**config.mk**
```make
export PLATFORM = sky130hd
export DESIGN_NAME = fetch_unit
export DESIGN_NICKNAME = d
export VERILOG_FILES = /design/src/rtl/fetch_pkg.sv /design/src/rtl/fetch_queue.sv /design/src/rtl/fetch_unit.sv
export SDC_FILE = /design/constraint.sdc
export NUM_CORES = 1
export LEC_CHECK = 0
export CELL_PAD_IN_SITES_DETAIL_PLACEMENT = 1
export CELL_PAD_IN_SITES_GLOBAL_PLACEMENT = 2
export CORE_AREA = 2 2 178 180
export DETAILED_ROUTE_END_ITERATION = 7
export DIE_AREA = 0 0 180 182
export GPL_ROUTABILITY_DRIVEN = 0
export PLACE_DENSITY_LB_ADDON = 0.1
export SETUP_SLACK_MARGIN = 0.02
export SYNTH_ARGS = -nofsm -noshare
export SYNTH_HDL_FRONTEND = slang
export SYNTH_SLANG_ARGS = --single-unit
```
**constraint.sdc**
```tcl
create_clock -name clk -period 5.1 [get_ports clk]
set_input_delay 1.02 -clock clk [delete_from_list [all_inputs] [get_ports clk]]
set_output_delay 1.02 -clock clk [all_outputs]
set_load 0.05 [all_outputs]
```
**src/rtl/fetch_pkg.sv**
```systemverilog
// Shared types and default sizing for the instruction fetch unit and its queue.
package fetch_pkg;

  typedef enum logic [0:0] {
    RUN   = 1'b0,
    DRAIN = 1'b1
  } fetch_state_t;

  localparam int DEF_ADDR_WIDTH  = 64;
  localparam int DEF_INSTR_WIDTH = 32;
  localparam int DEF_DEPTH       = 2;

  // Bits needed to count 0..n inclusive.
  function automatic int cnt_width(input int n);
    return $clog2(n + 1);
  endfunction

  function automatic int ptr_width(input int n);
    return (n > 1) ? $clog2(n) : 1;
  endfunction

endpackage

```
**src/rtl/fetch_queue.sv**
```systemverilog
// In-order fetch buffer: slots are allocated at request time and filled when the
// matching response returns; only a filled head slot is presented to decode.
module fetch_queue
  import fetch_pkg::*;
#(
  parameter int ADDR_WIDTH  = DEF_ADDR_WIDTH,
  parameter int INSTR_WIDTH = DEF_INSTR_WIDTH,
  parameter int DEPTH       = DEF_DEPTH,
  parameter int CW          = cnt_width(DEPTH)
) (
  input  logic                   clk,
  input  logic                   reset,
  input  logic                   clear,
  input  logic                   alloc,
  input  logic [ADDR_WIDTH-1:0]  alloc_pc,
  input  logic                   fill,
  input  logic [INSTR_WIDTH-1:0] fill_instr,
  input  logic                   pop,
  output logic                   head_valid,
  output logic [ADDR_WIDTH-1:0]  head_pc,
  output logic [INSTR_WIDTH-1:0] head_instr,
  output logic [CW-1:0]          used,
  output logic [CW-1:0]          pending
);

  localparam int PW = ptr_width(DEPTH);

  logic [PW-1:0]          head_reg, tail_reg, fill_ptr_reg;
  logic [CW-1:0]          used_reg, pending_reg;
  logic [ADDR_WIDTH-1:0]  pc_mem    [DEPTH];
  logic [INSTR_WIDTH-1:0] instr_mem [DEPTH];
  logic [DEPTH-1:0]       filled_reg;
  logic [DEPTH-1:0]       alloc_hit, fill_hit, pop_hit;
  logic                   alloc_en, fill_en, pop_en;

  function automatic logic [PW-1:0] next_ptr(input logic [PW-1:0] p);
    return (p == PW'(DEPTH - 1)) ? '0 : p + PW'(1);
  endfunction

  // Responses with nothing outstanding are dropped here, never counted.
  assign alloc_en = alloc && (used_reg != CW'(DEPTH));
  assign fill_en  = fill && (pending_reg != '0);
  assign pop_en   = pop && filled_reg[head_reg];

  genvar gi;
  generate
    for (gi = 0; gi < DEPTH; gi++) begin : g_hit
      assign alloc_hit[gi] = alloc_en && (tail_reg == PW'(gi));
      assign fill_hit[gi]  = fill_en && (fill_ptr_reg == PW'(gi));
      assign pop_hit[gi]   = pop_en && (head_reg == PW'(gi));
    end
  endgenerate

  always_ff @(posedge clk) begin
    if (reset) begin
      for (int i = 0; i < DEPTH; i++) begin
        pc_mem[i]     <= '0;
        instr_mem[i]  <= '0;
        filled_reg[i] <= 1'b0;
      end
    end else if (clear) begin
      filled_reg <= '0;
    end else begin
      for (int i = 0; i < DEPTH; i++) begin
        if (alloc_hit[i]) begin
          pc_mem[i]     <= alloc_pc;
          filled_reg[i] <= 1'b0;
        end
        if (fill_hit[i]) begin
          instr_mem[i]  <= fill_instr;
          filled_reg[i] <= 1'b1;
        end
        if (pop_hit[i]) begin
          filled_reg[i] <= 1'b0;
        end
      end
    end
  end

  always_ff @(posedge clk) begin
    if (reset || clear) begin
      head_reg     <= '0;
      tail_reg     <= '0;
      fill_ptr_reg <= '0;
      used_reg     <= '0;
      pending_reg  <= '0;
    end else begin
      if (alloc_en) tail_reg <= next_ptr(tail_reg);
      if (fill_en)  fill_ptr_reg <= next_ptr(fill_ptr_reg);
      if (pop_en)   head_reg <= next_ptr(head_reg);
      used_reg    <= used_reg + CW'(alloc_en) - CW'(pop_en);
      pending_reg <= pending_reg + CW'(alloc_en) - CW'(fill_en);
    end
  end

  assign head_valid = filled_reg[head_reg];
  assign head_pc    = pc_mem[head_reg];
  assign head_instr = instr_mem[head_reg];
  assign used       = used_reg;
  assign pending    = pending_reg;

endmodule

```
**src/rtl/fetch_unit.sv**
```systemverilog
// Instruction fetch: issues PC requests to instruction memory, buffers responses
// in order for decode, and discards stale responses after a redirect.
module fetch_unit
  import fetch_pkg::*;
#(
  parameter int ADDR_WIDTH  = DEF_ADDR_WIDTH,
  parameter int INSTR_WIDTH = DEF_INSTR_WIDTH,
  parameter int DEPTH       = DEF_DEPTH
) (
  input  logic                   clk,
  input  logic                   reset,
  input  logic [ADDR_WIDTH-1:0]  pc_reg,
  output logic                   pc_stall,
  input  logic                   flush,
  output logic                   imem_req_valid,
  input  logic                   imem_req_ready,
  output logic [ADDR_WIDTH-1:0]  imem_req_addr,
  input  logic                   imem_rsp_valid,
  input  logic [INSTR_WIDTH-1:0] imem_rsp_data,
  output logic                   id_valid,
  input  logic                   id_ready,
  output logic [ADDR_WIDTH-1:0]  id_pc,
  output logic [INSTR_WIDTH-1:0] id_instr
);

  localparam int CW = cnt_width(DEPTH);

  fetch_state_t  state_reg;
  logic [CW-1:0] drop_cnt_reg, drop_next, outstanding, used, pending;
  logic          issue, accept, fill, pop, head_valid;

  // Occupancy comes from registered state, so a pop cannot free a slot for the same cycle.
  assign issue          = !reset && (state_reg == RUN) && !flush && (used < CW'(DEPTH));
  assign imem_req_valid = issue;
  assign imem_req_addr  = pc_reg;
  assign accept         = issue && imem_req_ready;
  assign pc_stall       = !accept;

  assign fill     = imem_rsp_valid && (state_reg == RUN) && !flush;
  assign id_valid = head_valid;
  assign pop      = head_valid && id_ready && !flush;

  // While draining the queue is empty and drop_cnt alone tracks in-flight requests.
  assign outstanding = (state_reg == DRAIN) ? drop_cnt_reg : pending;
  assign drop_next   = (imem_rsp_valid && (outstanding != '0)) ? outstanding - CW'(1) : outstanding;

  always_ff @(posedge clk) begin
    if (reset) begin
      state_reg    <= RUN;
      drop_cnt_reg <= '0;
    end else if (flush) begin
      drop_cnt_reg <= drop_next;
      state_reg    <= (drop_next != '0) ? DRAIN : RUN;
    end else if (state_reg == DRAIN) begin
      drop_cnt_reg <= drop_next;
      if (drop_next == '0) state_reg <= RUN;
    end
  end

  fetch_queue #(
    .ADDR_WIDTH (ADDR_WIDTH),
    .INSTR_WIDTH(INSTR_WIDTH),
    .DEPTH      (DEPTH),
    .CW         (CW)
  ) u_queue (
    .clk       (clk),
    .reset     (reset),
    .clear     (flush),
    .alloc     (accept),
    .alloc_pc  (pc_reg),
    .fill      (fill),
    .fill_instr(imem_rsp_data),
    .pop       (pop),
    .head_valid(head_valid),
    .head_pc   (id_pc),
    .head_instr(id_instr),
    .used      (used),
    .pending   (pending)
  );

endmodule

```
# Word level (Yosys, flattened, before mapping)
# Memories as Yosys holds them, arrays and structs flattened. A register that Yosys moved wholly into a read port is not among the register bits.
# Index checks and enable logic that the tools add are counted.
# classes
add_sub_neg,8
order_cmp,2
eq_ne,1
muxes,43
bitwise_logic,8
reduce_logical,31
# ops
op,n
two-way mux 64 bit,2
two-way mux 32 bit,2
two-way mux 1 bit,35
logical AND 1 bit,18
nonzero test 2 bit,6
two-way mux 2 bit,4
OR reduction 3 bit,2
adder 2 x 1 -> 2 bit,2
NOT 1 bit,4
OR 1 bit,4
subtractor 2 x 1 -> 2 bit,2
adder 1 bit (second input constant),3
logical NOT 1 bit,3
logical NOT 2 bit,1
< comparator 1 x 2 -> 1 bit (second input constant),1
< comparator 2 bit (second input constant),1
!= test 2 bit (second input constant),1
subtractor 2 x 1 -> 2 bit (second input constant),1
logical OR 1 bit,1
# totals
reg_bits,12
ramBits,192
inputBits,102
output_inout_bits,163
elab_cells,104
memories,2
# memory_table
name,words,word_bits,rd,rd_clocked_by_memory_dff,write_ports,line,rtl
u_queue.pc_mem,2,64,1,1,2,fetch_queue.sv:30,logic [ADDR_WIDTH-1:0] pc_mem [DEPTH];
u_queue.instr_mem,2,32,1,1,2,fetch_queue.sv:31,logic [INSTR_WIDTH-1:0] instr_mem [DEPTH];

# Longest topological paths before layout
# depth
word_depth,12
depth_mapped,9
mapped_depth_nobuf,8

# Cells and area by module
# A second synthesis with hierarchy kept.
# hier_totals
cells_unflattened,558
area_unflattened_um2,8790.9
# by_module_without_submodules
module,instances,cells_per_inst,area_each_um2,seq_area_each_um2
fetch_queue,1,468,8097.8,5965.7
fetch_unit,1,90,693.2,60.1

# Least setup slack after synthesis
# No wires, ideal clock.
# synth_timing
kind,input to register
startpoint,input port reset
endpoint,"memory u_queue.pc_mem[0][0] in the netlist's numbering, enable pin"
setup_ns,0.499
arrival_ns,4.684
t_required_ns,4.601
path_slack_ns,-0.083
stages,3
path_buffers,1
path_cell_list,buf_2 > or4_4 > o21bai_1
# synth_rtl
element,line,rtl
from (decl),fetch_unit.sv:11,"input logic reset,"
to (decl),fetch_queue.sv:30,

# Worst setup path after layout
# layout_timing
startpoint,input port reset
endpoint,output port pc_stall
# layout_between
elab_chain_len,6
# layout_rtl
element,line,rtl
logical NOT 1 bit,fetch_unit.sv:33,assign issue = !reset && (state_reg == RUN) && !flush && (used < CW'(DEPTH));
logical AND 1 bit (3 in a row),fetch_unit.sv:33,
logical AND 1 bit,fetch_unit.sv:36,assign accept = issue && imem_req_ready;
logical NOT 1 bit,fetch_unit.sv:37,assign pc_stall = !accept;
to (decl),fetch_unit.sv:13,"output logic pc_stall,"
# No other way between the ends.

==> flow_summary_export.csv <==
group,metric,value,unit
timing,fmax,0.2436,GHz
place,hpwl,14140,µm
grt,grt_pass1_vias,5797,
critical_path,critical-path-max-stage-delay,620,ps
cts,clkLatencyLatePin,510,ps
critical_path,endpoint_kind,"output pin",
synthesis,synth.cell_area,8823,µm²
die,num_rows,65,
run_status,status,"completed",
pwr,p_comb_share,15.0,%
critical_path,crit_fanout,24,
cts,clk_pin_slew_worst_paths,50,ps
critical_path,cp_top_family,"buffers and inverters",
cts,cts_buffer_depth,3,
synthesis,ys.warnings.count,0,
worst_hold_path,min_path_type,"flop to flop",
cells_and_area,utilization,39.04,%
cts,ctsHoldBuffers,0,
place,port_buffers,264,
cts,cts_sinks,205,
timing,hold_violations,0,
cells_and_area,largest_register_ffs,128,
pwr,powerDensity,338.1,nW/µm²
route,drtIter0Drc,182,
place,placed_area,11400,µm²
cells_and_area,final_cell_mix,"261 x clkdlybuf4s50_1, 192 x edfxtp_1, 99 x mux2_2",
cells_and_area,reg_top3,"u_queue.pc_mem (128), u_queue.instr_mem (64)",
route,drc,0,
cells_and_area,area_growth,37.10,%
cts,cts_tree,"done",
pwr,peakVddDrop,0.0001963,V
cts,cts_resized,0,
cts,cts_setup_buffers,0,
die,die_w,180,µm
critical_path,path_class,"input port to output pin",
timing,worst_slew_pin_slew,968.3,ps
critical_path,cp_slowest_cell,"clkdlybuf4s50_1",
synthesis,syn_nets,671,
timing,drv_slew,0,
timing,period_share,80.48,%
die,io_pins,265,
cts,htree_levels,1,
timing,finClkSkew,10.19,ps
timing,fin_crit,4105,ps
pwr,clkPwrFrac,37.5,%
critical_path,arrival,3080,ps
cells_and_area,layout-drive-gt1-share,18.72,%
grt,grt_pass1_wl,33240,µm
timing,slew_headroom,35.45,%
critical_path,worst-path-buf-inv,4,
place,pre_cts_slack,943.2,ps
critical_path,worst_setup_path_start_kind,"input port",
route,routed_wl,22030,µm
pwr,cellLeakagePower,4.573,nW
timing,layout_setup_ws,995.3,ps
critical_path,path_cells,"clkdlybuf4s50_1 > or4_4 > inv_2 > and2_4 > inv_1 > buf_4",
cells_and_area,stdcell_area,12100,µm²
grt,grt.total_usage,13.08,%
die,die_area,32760,µm²
synthesis,syn_area_per_cell,15.70,µm²
critical_path,crit_required,4080,ps
cts,cts_buffers,24,
pwr,p_sw_share,25.81,%
route,firstDrtPassIters,4,
grt,grtUsageMet2,23.25,%
pwr,seqPwrFrac,47.5,%
critical_path,worst_r2r_path_depth,4,
route,wire_per_inst,18.64,µm
critical_path,crit_cells,6,
grt,grt_max_degree,65,
route,vias,5228,
cts,cts_root_buffer,"clkbuf_16",
synthesis,synthCells,562,
pwr,p_switching,1.055,mW
cells_and_area,n_antenna_cell,0,
grt,grt-busiest-layer,"met2",
cells_and_area,fin_nets,872,
cells_and_area,n_fill_cell,3163,
die,core_area,30990,µm²
route,viasPerCell,4.423,
synthesis,synth.distinct_cells,43,
cells_and_area,top_register,"u_queue.pc_mem",
grt,antenna_found_initial,0,
synthesis,ys_seq_elements,205,
grt,grt-ovfl-total,0,
timing,fin_setup_tns,0,ps
die,die_h,182,µm
grt,grt_use_met1,15.57,%
grt,grt_use_met3,3.670,%
synthesis,synth_sequential_area_ratio,68.29,%
timing,setup_violations,0,
pwr,internal-power,3.034,mW
route,ant_nets,0,
cells_and_area,final_common_cell,"clkdlybuf4s50_1",
worst_hold_path,worstHoldPathCells,2,
timing,rsz0062_at_grt,"false",
run,cap_violations,0,
die,start_util,28.48,%
-- logic make-up after synthesis --
group / after synthesis / share of synthesized area [%]
xor gates and xnor gates: 3 / 0.2978
adders and majority gates: 7 / 0.9926
AOI/OAI and AO/OA: 13 / 0.9928
DFF: 205 / 68.29
buffers and inverters: 105 / 7.700
and+or+nand+nor: 130 / 9.090
muxes: 99 / 12.63
-- routing by layer --
metal,routed length [µm],part of all wire [%]
met1,9055,41
met4,370,1.7
met2,11120,50
met5,0,0
met3,1489,6.8
-- synthesized netlist by cell type --
master,count,share of area [%]
inv_1,9,0.38
nor3_2,1,0.11
o21bai_1,1,0.085
clkbuf_2,5,0.28
dfxtp_1,13,2.9
nor4_1,2,0.14
buf_6,4,0.51
or4_1,1,0.085
o221ai_1,1,0.099
inv_2,1,0.043
or4_4,1,0.13
nor2b_1,1,0.071
buf_1,3,0.13
a311oi_1,1,0.099
a21o_1,1,0.085
nor2_1,8,0.34
nand2b_1,3,0.21
o31ai_1,1,0.085
nand2_1,2,0.085
buf_2,7,0.40
o21a_1,1,0.085
and3_1,64,4.5
edfxtp_1,192,65
clkbuf_1,12,0.51
nand3b_1,1,0.085
ha_1,7,0.99
and3b_1,1,0.099
nor3_1,5,0.28
a211oi_1,1,0.085
a21oi_1,3,0.17
xnor2_1,1,0.099
a31oi_1,1,0.071
and2_4,1,0.099
buf_4,64,5.4
mux2_2,99,13
nor3b_1,1,0.085
o21ai_0,1,0.057
or2_2,1,0.071
or2_1,1,0.071
nor4b_1,1,0.099
o22ai_1,1,0.071
xor2_1,2,0.20
and2_1,35,2.5
-- worst register-to-register path: cells and delay by family, from the launching register on --
kind                   cells  cell delay [ps]
buffers and inverters      1              330
AOI/OAI and AO/OA          1              720
and+or+nand+nor            2              870
DFF                        1              380
-- per-stage QoR --
step / total power, mW / cells / hold WS (ps)
after floorplan: 2.368 / 562 / 432.9
after global placement: 2.591 / 1139 / 443.0
after detailed placement: 2.599 / 1139 / 464.6
after CTS: 4.160 / 1182 / 472.8
after global routing: 4.247 / 1182 / 496.8
final: 4.089 / 1182 / 464.0
-- final timing paths --
| path | start | to | slack, ps |
|---|---|---|---|
| worst max-delay path | reset | pc_stall | 1000 |
| worst max register to register | state_reg | u_queue.pc_mem[1][51] | 2370 |
| worst min register to register | drop_cnt_reg[1] | drop_cnt_reg[1] | 460 |
| worst min-delay path | drop_cnt_reg[1] | drop_cnt_reg[1] | 460 |
-- power groups by stage --
stage	combinational (mW)	clock [mW]	sequential, mW
6_report	0.613	1.53	1.94
5_1_grt	0.643	1.65	1.95
4_1_cts	0.623	1.59	1.94
3_5_place_dp	0.620	0	1.98
3_3_place_gp	0.617	0	1.97
2_1_floorplan	0.395	0	1.97
-- cell type report --
type	count	area [µm²]	share of cell area [%]
Tap cell	402	503.0	4.158
Multi-Input combinational cell	252	2137	17.67
Sequential cell	205	6030	49.84
Clock inverter	13	55.05	0.4551
Inverter	10	37.54	0.3103
Timing Repair Buffer	270	2690	22.24
Clock buffer	30	644.4	5.327
No activity file was read; power rests on OpenSTA's default activity.
